--- config.mk ---
export PLATFORM = sky130hd
export DESIGN_NAME = credit_link_bridge
export DESIGN_NICKNAME = d
export VERILOG_FILES = /design/src/rtl/credit_link_bridge.sv
export SDC_FILE = /design/constraint.sdc
export NUM_CORES = 2
export LEC_CHECK = 0
export ABC_AREA = 1
export BUFFER_PORTS_ARGS = -buffer_cell sky130_fd_sc_hd__clkbuf_2
export CAP_MARGIN = 15
export CORE_AREA = 2 2 451 453
export CTS_BUF_LIST = sky130_fd_sc_hd__clkbuf_4 sky130_fd_sc_hd__clkbuf_8 sky130_fd_sc_hd__clkbuf_16
export CTS_CLUSTER_DIAMETER = 60
export CTS_CLUSTER_SIZE = 8
export DETAILED_ROUTE_END_ITERATION = 6
export DIE_AREA = 0 0 453 455
export GPL_ROUTABILITY_DRIVEN = 0
export PLACE_DENSITY = 0.52
export SYNTH_ARGS = -nofsm -noshare
export SYNTH_HDL_FRONTEND = slang
export SYNTH_SLANG_ARGS = --single-unit
--- constraint.sdc ---
create_clock -name clk -period 25.5 [get_ports clk]
set_clock_uncertainty 0.15 [all_clocks]
set_input_delay 3.825 -clock clk [delete_from_list [all_inputs] [get_ports clk]]
set_output_delay 3.825 -clock clk [all_outputs]
set_load 0.05 [all_outputs]
--- src/rtl/credit_link_bridge.sv ---
`default_nettype none
// ============================================================================
// Module   : credit_link_bridge
// Brief    : Retimed, credit-flow-controlled link stage with per-channel
//            receive FIFO, downstream credit counter and credit return pipe.
// Revision : 1.0
// ============================================================================
module credit_link_bridge #(
    parameter int NUM_CHANNELS       = 1,
    parameter int FLIT_WIDTH         = 256,
    parameter int DEST_WIDTH         = 4,
    parameter int LINK_STAGES        = 2,
    parameter int BUF_DEPTH          = 6,
    parameter int DOWNSTREAM_CREDITS = 2
) (
    input  logic                               clk,
    input  logic                               rst,
    input  logic [NUM_CHANNELS*FLIT_WIDTH-1:0] data_in,
    input  logic [NUM_CHANNELS*DEST_WIDTH-1:0] dest_in,
    input  logic [NUM_CHANNELS-1:0]            is_tail_in,
    input  logic [NUM_CHANNELS-1:0]            send_in,
    output logic [NUM_CHANNELS-1:0]            credit_out,
    output logic [NUM_CHANNELS*FLIT_WIDTH-1:0] data_out,
    output logic [NUM_CHANNELS*DEST_WIDTH-1:0] dest_out,
    output logic [NUM_CHANNELS-1:0]            is_tail_out,
    output logic [NUM_CHANNELS-1:0]            send_out,
    input  logic [NUM_CHANNELS-1:0]            credit_in,
    output logic [NUM_CHANNELS-1:0]            error
);
    localparam int c_PAY_W = FLIT_WIDTH + DEST_WIDTH + 1;
    localparam int c_PTR_W = (BUF_DEPTH > 1) ? $clog2(BUF_DEPTH) : 1;
    localparam int c_CNT_W = $clog2(BUF_DEPTH + 1);
    localparam int c_CRD_W = $clog2(DOWNSTREAM_CREDITS + 1);
    localparam logic [c_PTR_W-1:0] c_PTR_LAST = c_PTR_W'(BUF_DEPTH - 1);
    localparam logic [c_CNT_W-1:0] c_CNT_FULL = c_CNT_W'(BUF_DEPTH);
    localparam logic [c_CRD_W-1:0] c_CRD_MAX  = c_CRD_W'(DOWNSTREAM_CREDITS);

    for (genvar c = 0; c < NUM_CHANNELS; c++) begin : g_chan
        logic [c_PAY_W-1:0]     w_pay_in;
        logic                   w_wr_vld;
        logic [c_PAY_W-1:0]     w_wr_pay;
        logic [c_PAY_W-1:0]     r_mem [BUF_DEPTH];
        logic [c_PTR_W-1:0]     r_wr_ptr;
        logic [c_PTR_W-1:0]     r_rd_ptr;
        logic [c_CNT_W-1:0]     r_count;
        logic [c_CRD_W-1:0]     r_credits;
        logic                   w_full;
        logic                   w_issue;
        logic                   w_wr_en;
        logic                   w_drop;
        logic                   w_crd_ovf;
        logic                   r_send;
        logic [c_PAY_W-1:0]     r_pay_out;
        logic [LINK_STAGES-1:0] r_cpipe;
        logic                   r_err;

        assign w_pay_in = {is_tail_in[c], dest_in[c*DEST_WIDTH +: DEST_WIDTH],
                           data_in[c*FLIT_WIDTH +: FLIT_WIDTH]};

        // The FIFO write acts as the last forward stage, so only LINK_STAGES-1 explicit registers
        if (LINK_STAGES > 1) begin : g_fwd
            logic [LINK_STAGES-2:0] r_vld;
            logic [c_PAY_W-1:0]     r_pay [LINK_STAGES-1];

            always_ff @(posedge clk or posedge rst) begin
                if (rst) begin
                    r_vld <= '0;
                    for (int i = 0; i < LINK_STAGES - 1; i++) r_pay[i] <= '0;
                end else begin
                    r_vld[0] <= send_in[c];
                    r_pay[0] <= w_pay_in;
                    for (int i = 1; i < LINK_STAGES - 1; i++) begin
                        r_vld[i] <= r_vld[i-1];
                        r_pay[i] <= r_pay[i-1];
                    end
                end
            end
            assign w_wr_vld = r_vld[LINK_STAGES-2];
            assign w_wr_pay = r_pay[LINK_STAGES-2];
        end else begin : g_nofwd
            assign w_wr_vld = send_in[c];
            assign w_wr_pay = w_pay_in;
        end

        // A credit arriving this cycle may be spent this cycle; a read frees a full slot first
        assign w_full    = (r_count == c_CNT_FULL);
        assign w_issue   = (r_count != '0) && ((r_credits != '0) || credit_in[c]);
        assign w_wr_en   = w_wr_vld && (!w_full || w_issue);
        assign w_drop    = w_wr_vld && w_full && !w_issue;
        assign w_crd_ovf = credit_in[c] && !w_issue && (r_credits == c_CRD_MAX);

        always_ff @(posedge clk) begin
            if (w_wr_en) r_mem[r_wr_ptr] <= w_wr_pay;
        end

        always_ff @(posedge clk or posedge rst) begin
            if (rst) begin
                r_wr_ptr <= '0;
                r_rd_ptr <= '0;
                r_count  <= '0;
            end else begin
                if (w_wr_en) r_wr_ptr <= (r_wr_ptr == c_PTR_LAST) ? '0 : r_wr_ptr + 1'b1;
                if (w_issue) r_rd_ptr <= (r_rd_ptr == c_PTR_LAST) ? '0 : r_rd_ptr + 1'b1;
                r_count <= r_count + c_CNT_W'(w_wr_en) - c_CNT_W'(w_issue);
            end
        end

        always_ff @(posedge clk or posedge rst) begin
            if (rst) begin
                r_credits <= c_CRD_MAX;
            end else if (w_issue && !credit_in[c]) begin
                r_credits <= r_credits - 1'b1;
            end else if (!w_issue && credit_in[c] && (r_credits != c_CRD_MAX)) begin
                r_credits <= r_credits + 1'b1;
            end
        end

        always_ff @(posedge clk or posedge rst) begin
            if (rst) begin
                r_send    <= 1'b0;
                r_pay_out <= '0;
                r_cpipe   <= '0;
                r_err     <= 1'b0;
            end else begin
                r_send <= w_issue;
                if (w_issue) r_pay_out <= r_mem[r_rd_ptr];
                r_cpipe[0] <= r_send;
                for (int i = 1; i < LINK_STAGES; i++) r_cpipe[i] <= r_cpipe[i-1];
                r_err <= r_err | w_drop | w_crd_ovf;
            end
        end

        assign send_out[c]                             = r_send;
        assign data_out[c*FLIT_WIDTH +: FLIT_WIDTH]    = r_pay_out[FLIT_WIDTH-1:0];
        assign dest_out[c*DEST_WIDTH +: DEST_WIDTH]    = r_pay_out[FLIT_WIDTH +: DEST_WIDTH];
        assign is_tail_out[c]                          = r_pay_out[c_PAY_W-1];
        assign credit_out[c]                           = r_cpipe[LINK_STAGES-1];
        assign error[c]                                = r_err;
    end
endmodule
`default_nettype wire

==> results.md <==
- Max Buffers Root-to-Sink: 4
- Max-Cap Viols: 0
- Fraction of the yosys area taken by sequential cells: 75.5%
- Initial antenna violation count: 12
- Die area: 0.206 mm^2
- DP HPWL: 108 mm
- GR Util All Layers: 19.9%
- Number of synthesized register bits: 2104
- Post-layout min period: 7.72 ns
- Final #Nets: 7790
- Largest net degree at the start of global routing: 192
- Total grt overflow: 0
- Worst Setup Start Kind: primary input
- Reg area: 0.0605 mm^2
- Reg2reg end: g_chan[0].r_pay_out[59]$_DFFE_PP0N_
- Post-CTS Resized: 0
- Slew Limit Fails: 0
- Main combinational cell family by area after synthesis: simple AND/OR/NAND/NOR gates
- Post-Syn Nets: 7227
- H-tree depth: 5
- Final wirelength: 207 mm
- First-iteration detailed-routing DRC count: 3259
- Final instance area: 0.0951 mm^2
- Combinational share of power: 30.4%
- Routed vias: 49907
- # setup viols final: 0
- Via density: 4.78
- Arr. time, crit path: 8.05 ns
- Setup Fix Bufs, Post-CTS: 0
- Clock Pin Slew Worst Setup and Hold Paths: 0.05 ns
- # fillers: 18139
- Worst Setup SP: credit_in
- Initial Util: 39.8%
- R2r setup slk: 19.34 ns
- Root Driver: clkbuf_16
- Setup TNS Final: 0 ns
- Post-synthesis cell type count: 22
- F_max: 130 MHz
- Worst VDD drop: 0.0959 mV
- Mux share of post-synthesis cell area: 0%
- Input/output buffers: 528
- Synth Area per Inst: 11.5 um^2
- Placement Setup Slack: 16.85 ns
- Total CTS buffers: 318
- WL/cell: 19.8 um
- Cells after Synth: 6959
- Synth Area in XOR/XNOR: 0.0656%
- Cell internal pwr: 7.90 mW
- Hold WC Path Type: reg2reg
- Num Clock Sinks: 2104
- Synth Area in Compound Gates: 3.32%
- Area of the multi-input gates: 0.0160 mm^2
- Die width: 453 um
- Max FO, Critical Path: 64
- Yosys warns: 0
- Sw Ratio: 37.6%
- I/O pins: 529
- DP Area: 0.0852 mm^2
- Die height: 455 um
- CP Class: in2reg
- DRT Pass-1 Iters: 5
- Synth Area in Adders: 0.0562%
- First-pass GRT wire length: 312 mm
- DR DRC count: 0
- Hold Fails Final Rpt: 0
- Post-route ant nets: 0
- Static Leakage: 40.2 nW
- Flop pwr share: 37.7%
- Clk pwr share: 31.9%
- Status: completed
- Clock latency on the worst-skew pair: 0.92 ns
- Total net switching power: 4.77 mW
- Synth Area in Simple Gates: 16.5%
- Share of layout cells above drive strength 1: 15.0%
- HP Start: g_chan[0].r_cpipe[0]$_DFF_PP0_
- Layout area overhead: 18.7%
- Row Count: 165
- RSZ-0062 raised after global routing: false
- Synthesized area: 0.0801 mm^2
- Worst-margin pin slew: 1.17 ns
- CP Capture Point: g_chan[0].r_mem[0][60]$_DFFE_PP_
- CTS hold repair buffers: 0
- Relative slew slack: 21.8%
- Vias in the first global route: 50087
- Period utilization: 30.3%
- CTS tree: yes
- Setup WS post-layout: 17.78 ns
- R2R depth: 11
- P per Cell Area: 133 mW/mm^2
- R2R Path Start: g_chan[0].r_rd_ptr[0]$_DFFE_PP0N_
- Nature of the critical path endpoint: flip-flop
- Core area: 0.201 mm^2
- CP required: 25.83 ns
[layout by cell type (no fill, tap or decap), types with 3 or more instances in the layout]
cell type,netlist,routed
nor2_1,1052,1049
nor2_4,0,3
nand3_1,271,271
clkbuf_4,0,217
nand2_1,2102,2101
inv_8,0,5
dfrtp_1,537,534
clkinv_4,0,4
inv_6,0,4
a21oi_1,262,262
inv_1,536,533
buf_4,18,51
buf_12,0,12
clkbuf_2,0,528
edfxtp_1,1566,1566
clkbuf_16,0,324
o21ai_0,268,268
nor3_2,0,3
xor2_1,4,4
dfrtp_4,0,3
[stage by stage]
step / hold WS (ns) / util [%] / total power, mW / cells
after floorplan: 0.181 / - / 7.69 / 6959
after detailed placement: 0.197 / 42.3 / 8.76 / 9874
after CTS: 0.207 / 47.2 / 12.8 / 10430
after global placement: 0.183 / 42.3 / 8.72 / 9874
after global routing: 0.223 / 47.2 / 13.4 / 10432
final: 0.204 / 47.2 / 12.7 / 10432
[worst min path at each step]
stage / endpoint / slack [ns] / cells after the start
after floorplan: g_chan[0].r_cpipe[1]$_DFF_PP0_ / 0.18 / 0
after global placement: g_chan[0].r_cpipe[1]$_DFF_PP0_ / 0.18 / 0
after detailed placement: g_chan[0].r_cpipe[1]$_DFF_PP0_ / 0.20 / 0
after CTS: g_chan[0].r_cpipe[1]$_DFF_PP0_ / 0.21 / 0
after global routing: g_chan[0].r_cpipe[1]$_DFF_PP0_ / 0.22 / 0
final: g_chan[0].r_cpipe[1]$_DFF_PP0_ / 0.20 / 0
[cells in the mapped netlist (all sizes together)]
cell type,number,area share (%)
a21oi,262,1.6
edfxtp,1566,59
clkbuf,141,0.66
nand3,271,1.7
fa,1,0.025
nor3,3,0.019
buf,207,1.3
inv,538,2.5
dfstp,1,0.033
dfrtp,537,17
nand2,2102,9.9
xnor2,2,0.022
ha,2,0.031
o21ai,269,1.7
nor2,1052,4.9
nand4,1,0.0078
xor2,4,0.044
[routing by layer]
| metal | wire (um) | global-route usage (%) |
|---|---|---|
| met3 | 7790 | 2.86 |
| met5 | 0 | 0 |
| met2 | 105000 | 34.5 |
| met1 | 87700 | 25.4 |
| met4 | 6800 | 7.32 |
[state kept, by name, indices dropped and copies added (netlist names)]
name,flops
send_out,1
g_chan.r_pay_out,261
error,1
g_chan.r_credits,2
g_chan.g_fwd.r_pay,261
g_chan.r_count,3
g_chan.r_rd_ptr,3
g_chan.g_fwd.r_vld,1
g_chan.r_cpipe,2
g_chan.r_mem,1566
g_chan.r_wr_ptr,3
[layout make-up]
cell class	count	area share, %
Clock buffer	543	10.3
Sequential cell	2104	63.6
Timing Repair Buffer	591	3.43
Multi-Input combinational cell	3969	16.8
Tap cell	2672	3.52
Inverter	538	2.16
Antenna cell	2	0.00526
Clock inverter	13	0.141
[cells by family after synthesis]
group,after synthesis
AO/OA/AOI/OAI,531
XOR/XNOR,6
adder cells (fa/ha/maj),3
buffers and inverters,886
flip-flops,2104
AND/OR/NAND/NOR,3429
[power groups by stage]
| stage | combinational (mW) | sequential [mW] | clock, mW |
|---|---|---|---|
| after global routing | 4.28 | 4.83 | 4.27 |
| final | 3.86 | 4.77 | 4.04 |
| after detailed placement | 3.91 | 4.85 | 0 |
| after global placement | 3.89 | 4.84 | 0 |
| after CTS | 3.93 | 4.79 | 4.12 |
| after floorplan | 2.08 | 5.61 | 0 |
[critical path: stages]
cell,delay [ns]
clkbuf_2,0.13
nor2_1,0.07
nand2_1,0.15
o21ai_2,0.23
nor3_2,0.16
buf_4,0.66
buf_4,0.88
buf_4,0.69
buf_4,0.91
Note: power is estimated with default switching activity, not from simulation.
